$ cat config.mk
export PLATFORM = sky130hd
export DESIGN_NAME = dac_serial_ctrl
export DESIGN_NICKNAME = d
export VERILOG_FILES = /design/src/rtl/dac_serial_ctrl.sv
export SDC_FILE = /design/constraint.sdc
export NUM_CORES = 1
export LEC_CHECK = 0
export BUFFER_PORTS_ARGS = -buffer_cell sky130_fd_sc_hd__clkbuf_2
export CAP_MARGIN = 20
export CORE_MARGIN = 5
export CORE_UTILIZATION = 35
export CTS_BUF_LIST = sky130_fd_sc_hd__clkbuf_4
export DETAILED_ROUTE_END_ITERATION = 7
export SLEW_MARGIN = 20
export SYNTH_ARGS = -nofsm -noshare
export SYNTH_HDL_FRONTEND = slang
export SYNTH_SLANG_ARGS = --single-unit
$ cat constraint.sdc
create_clock -name clk -period 4.57 [get_ports clk]
set_clock_uncertainty 0.15 [all_clocks]
set_input_delay 0.457 -clock clk [delete_from_list [all_inputs] [get_ports clk]]
set_output_delay 0.457 -clock clk [all_outputs]
set_load 0.005 [all_outputs]
$ cat src/rtl/dac_serial_ctrl.sv
// Multi-channel serial DAC controller: MSB-first words over shared SCLK/SDI,
// one chip-select per DAC, shared load and clear strobes.
module dac_serial_ctrl #(
    parameter int DATA_W  = 12,
    parameter int NUM_CH  = 4,
    parameter int CLK_DIV = 2,
    parameter int CH_W    = (NUM_CH > 1) ? $clog2(NUM_CH) : 1
) (
    input  logic              clk,
    input  logic              reset,
    input  logic              in_valid,
    output logic              in_ready,
    input  logic [CH_W-1:0]   in_ch,
    input  logic [DATA_W-1:0] in_data,
    input  logic              in_defer,
    input  logic              clr_req,
    output logic              busy,
    output logic              err,
    output logic [NUM_CH-1:0] dac_cs_n,
    output logic              dac_sclk,
    output logic              dac_sdi,
    output logic              dac_ld_n,
    output logic              dac_clr_n
);
    localparam int PW = (CLK_DIV > 1) ? $clog2(CLK_DIV) : 1;
    localparam int BW = $clog2(DATA_W + 1);

    typedef enum logic [2:0] {
        IDLE, SHIFT, HOLD, GAP, LOAD, CLEAR
    } state_t;

    state_t            state, state_n;
    logic [PW-1:0]     phase, phase_n;
    logic              half, half_n;
    logic [BW-1:0]     bitcnt, bitcnt_n;
    logic [DATA_W-1:0] sh, sh_n;
    logic [CH_W-1:0]   ch, ch_n;
    logic              defer, defer_n;
    logic              chok, chok_n;
    logic              clr_pend, clr_pend_n;
    logic              err_n;
    logic [NUM_CH-1:0] cs_n_n;
    logic              sclk_n, sdi_n, ld_n_n, clr_n_n;
    logic              phase_last, ch_in_ok, accept;

    assign phase_last = (phase == PW'(CLK_DIV - 1));
    assign ch_in_ok   = 32'(in_ch) < 32'(NUM_CH);
    assign in_ready   = reset & (state == IDLE) & ~clr_req & ~clr_pend;
    assign accept     = in_valid & in_ready;
    assign busy       = (state != IDLE);

    always_comb begin
        state_n    = state;
        phase_n    = phase;
        half_n     = half;
        bitcnt_n   = bitcnt;
        sh_n       = sh;
        ch_n       = ch;
        defer_n    = defer;
        chok_n     = chok;
        clr_pend_n = clr_pend;
        err_n      = 1'b0;
        if (state != IDLE)
            phase_n = phase_last ? '0 : phase + 1'b1;
        if (clr_req && state != IDLE && state != CLEAR)
            clr_pend_n = 1'b1;
        unique case (state)
            IDLE: begin
                phase_n = '0;
                if (clr_req || clr_pend) begin
                    state_n = CLEAR;
                end else if (accept) begin
                    ch_n     = in_ch;
                    defer_n  = in_defer;
                    chok_n   = ch_in_ok;
                    sh_n     = in_data;
                    bitcnt_n = BW'(DATA_W);
                    half_n   = 1'b0;
                    err_n    = ~ch_in_ok;
                    state_n  = SHIFT;
                end
            end
            SHIFT: begin
                if (phase_last) begin
                    if (!half) begin
                        half_n = 1'b1;
                    end else begin
                        half_n   = 1'b0;
                        sh_n     = sh << 1;
                        bitcnt_n = bitcnt - 1'b1;
                        if (bitcnt == BW'(1))
                            state_n = HOLD;
                    end
                end
            end
            HOLD: if (phase_last) state_n = GAP;
            GAP: begin
                if (phase_last)
                    state_n = (chok && !defer) ? LOAD : IDLE;
            end
            LOAD: if (phase_last) state_n = IDLE;
            CLEAR: begin
                clr_pend_n = 1'b0;
                if (phase_last)
                    state_n = IDLE;
            end
            default: state_n = IDLE;
        endcase
    end

    // Pin values follow the next state so every pin is a flop aligned to state.
    always_comb begin
        cs_n_n = '1;
        if ((state_n == SHIFT || state_n == HOLD) && chok_n) begin
            for (int i = 0; i < NUM_CH; i++)
                if (ch_n == CH_W'(i))
                    cs_n_n[i] = 1'b0;
        end
        sclk_n  = (state_n == SHIFT) && half_n;
        sdi_n   = (state_n == SHIFT) ? sh_n[DATA_W-1] : dac_sdi;
        ld_n_n  = (state_n != LOAD);
        clr_n_n = (state_n != CLEAR);
    end

    always_ff @(posedge clk or negedge reset) begin
        if (!reset) begin
            state    <= IDLE;
            phase    <= '0;
            half     <= 1'b0;
            bitcnt   <= '0;
            sh       <= '0;
            ch       <= '0;
            defer    <= 1'b0;
            chok     <= 1'b0;
            clr_pend <= 1'b0;
        end else begin
            state    <= state_n;
            phase    <= phase_n;
            half     <= half_n;
            bitcnt   <= bitcnt_n;
            sh       <= sh_n;
            ch       <= ch_n;
            defer    <= defer_n;
            chok     <= chok_n;
            clr_pend <= clr_pend_n;
        end
    end

    always_ff @(posedge clk or negedge reset) begin
        if (!reset) begin
            err       <= 1'b0;
            dac_cs_n  <= '1;
            dac_sclk  <= 1'b0;
            dac_sdi   <= 1'b0;
            dac_ld_n  <= 1'b1;
            dac_clr_n <= 1'b1;
        end else begin
            err       <= err_n;
            dac_cs_n  <= cs_n_n;
            dac_sclk  <= sclk_n;
            dac_sdi   <= sdi_n;
            dac_ld_n  <= ld_n_n;
            dac_clr_n <= clr_n_n;
        end
    end

endmodule
==> flow_summary.json <==
{
  "status": "complete, no violations",
  "r2r_setup_slack_ns": 1.83,
  "num-nets-final": 202,
  "clkTransAtPathRegs_ns": 0.11,
  "p_switching_w": 0.000394,
  "tightest_slew_ns": 0.917,
  "vdd_drop_max_mv": 0.220,
  "yosysUniqueCellTypes": 45,
  "ys_warn_count": 0,
  "worstPathArrival_ns": 3.01,
  "avgViaCountPerCell": 5.08,
  "leakagePower_nw": 0.917,
  "antenna_cells": 0,
  "slowest_delay_ns": 0.64,
  "cts_setup_buffers": 0,
  "drv_cap": 0,
  "clk_path_buf_depth": 2,
  "hold_violations": 0,
  "critPathLaunchType": "input pin",
  "synth_top_family_by_area": "simple AND/OR/NAND/NOR gates",
  "fmax_ghz": 0.342,
  "p_sw_share_pct": 38.1,
  "drt-total-wl_mm": 3.30,
  "ys_seq_area_share_pct": 54.4,
  "rows": 24,
  "final_cells": 234,
  "synth_edf_count": 0,
  "synthMuxAreaShare_pct": 2.22,
  "synth_commonest_cells": "31 x nand2_1, 28 x dfrtp_1, 10 x a22oi_1",
  "dpl_cell_area_mm2": 0.00174,
  "syn-instance-count": 152,
  "p_int_w": 0.000640,
  "fin_crit_ns": 2.92,
  "yosys.area_share.simple_pct": 22.7,
  "antenna_left": 0,
  "p_per_area_mw_per_mm2": 574,
  "cts_sinks": 34,
  "end_kind": "flip-flop",
  "initial_utilization_pct": 36.2,
  "clockPowerShare_pct": 15.8,
  "period_share_pct": 63.9,
  "dieHeight_um": 77.1,
  "p_seq_share_pct": 49.0,
  "worst_ep_required_time_ns": 4.66,
  "synth_xor_area_share_pct": 2.22,
  "num_vias": 1188,
  "root_buffer": "clkbuf_4",
  "synth-compound-area-share_pct": 12.0,
  "grt_overflow": 0,
  "path_class": "in2reg",
  "synth_top_area_share_pct": 44.4,
  "port_buffers": 28,
  "finalSetupViolations": 0,
  "synth_nets": 173,
  "drive_gt1_share_pct": 27.5,
  "syn_area_per_cell_um2": 10.4,
  "drt_iter0_markers": 68,
  "worstPathMaxFanout": 25,
  "wl_per_cell_um": 14.1,
  "grt_usage_pct": 12.1,
  "yosysTopAreaCell": "dfrtp_1",
  "maxSlewHeadroom_pct": 38.7,
  "cts.htree.levels": 2,
  "yosysMostFrequentCell": "nand2_1",
  "ys_seq_elements": 34,
  "grt_pass1_wl_mm": 5.80,
  "netlist_area_mm2": 0.00158,
  "firstDrtPassIters": 4,
  "fin_setup_tns_ns": 0,
  "synth_ff_type": "dfrtp_1",
  "die_w_um": 77.1,
  "place_congestion": 0.854,
  "final-max-slew-violation-count": 0,
  "yosys.area_share.adder_pct": 1.59,
  "drc_errors": 0,
  "grt_antenna_before_repair": 0,
  "clock_latency_ns": 0.34,
  "core_area_mm2": 0.00435,
  "rsz0062_at_grt": "false",
  "synthArstFlopShare_pct": 100,
  "synth.area.top_cells": "dfrtp_1 44%, dfstp_2 10%, nand2_1 7.4%, a22oi_1 4.8%, nor3_1 1.9%",
  "areaGrowthSynthToFinish_pct": 14.3,
  "design_area_mm2": 0.00180,
  "ios": 30,
  "hold_class": "in2reg",
  "dp_hpwl_mm": 2.44,
  "cts_tree": "built",
  "dieArea_mm2": 0.00595,
  "grt_pass1_vias": 1257,
  "grt_max_degree": 26,
  "total_power_w": 0.00103,
  "crit_slowest_cell": "and4_1",
  "p_comb_share_pct": 35.2,
  "dpl.cell_count": 225,
  "cp_cell_sequence": "dlygate4sd3_1 -> clkbuf_2 -> and4_1 -> nor2_1 -> a21o_1 -> mux2_4",
  "cts_buffers": 5,
  "fin_util_pct": 41.4
}
stage by stage:
step	hold slack (ns)	setup slack, ns
floorplan	0.0114	2.57
global placement	0.313	1.85
detailed placement	0.314	1.75
CTS	0.155	1.59
global route	0.166	1.40
finish	0.170	1.65
logic make-up after synthesis:
kind of cell             count (synthesis)
AND/OR/NAND/NOR                         69
adder cells (fa/ha/maj)                  2
AO/OA/AOI/OAI                           25
buffers and inverters                   14
multiplexers                             3
flip-flops                              34
other                                    1
XOR/XNOR                                 4
metal layers:
layer / routed length [um] / GRT usage [%] / up-vias / part of all wire [%]
li1: - / - / 580 / -
met1: 1530 / 15.0 / 562 / 46
met2: 1500 / 18.8 / 42 / 45
met3: 239 / 5.97 / 4 / 7.2
met4: 40 / 3.09 / 0 / 1.2
met5: 0 / 0 / - / 0
registers in the layout (all words and copies together), names as in the netlist:
signal and count:
dac_sclk 1, state 3, clr_pend 1, ch 2, dac_sdi 1, chok 1
dac_ld_n 1, dac_clr_n 1, sh 12, half 1, dac_cs_n 4, defer 1
phase 1, bitcnt 4
cell usage in the layout, fill, tap and decap left out, types with 2 or more instances in the layout:
master	instances
nor3_1	6
and2_1	2
xnor2_1	2
xor2_1	2
clkbuf_4	6
a21oi_1	3
inv_1	6
nand2b_1	2
and3_1	3
dfstp_2	6
nand2_1	31
a22o_1	2
o21bai_1	2
nand3_1	2
clkbuf_2	28
nand4_1	4
nor2_1	7
mux2i_1	2
a22oi_1	10
ha_1	2
nor4_1	2
dfrtp_1	28
what timing repair did:
item / 4_1_cts / 5_1_grt
endpoints found under the hold margin: 20 / 0
gates resized for setup: 0 / 0
hold buffers: 1 / 0
final timing paths:
| kind | depth (start not counted) | end | startpoint |
|---|---|---|---|
| setup reg to reg | 5 | dac_sdi | state[2] |
| max in group asynchronous | 3 | dac_cs_n[3] | reset |
| setup / recovery | 6 | dac_sdi | reset |
| hold / removal | 3 | defer | in_defer |
| min in group asynchronous | 2 | clr_pend | reset |
| hold reg to reg | 2 | sh[10] | sh[10] |
area by class of cell:
cell class                 instances  area, um^2
inverter                           6        22.5
fill                             426        2550
tap                               52        65.1
timing repair buffer              30         158
clock buffer                       6        45.0
multi-input combinational        104         646
sequential                        34         858
clock inverter                     2        8.76
power groups by stage:
stage / Clock (W) / Sequential, W / Combinational [W]
2_1_floorplan: 0 / 0.000479 / 0.000302
3_3_place_gp: 0 / 0.000507 / 0.000356
3_5_place_dp: 0 / 0.000512 / 0.000367
4_1_cts: 0.000169 / 0.000507 / 0.000369
5_1_grt: 0.000187 / 0.000523 / 0.000408
6_report: 0.000163 / 0.000507 / 0.000364
critical path: cells and delay by family:
family / cells / cell delay (ns)
compound gates: 1 / 0.27
buf+inv: 2 / 1.01
mux: 1 / 0.25
simple gates: 2 / 1.00
Note: power is estimated with default switching activity, not from simulation.
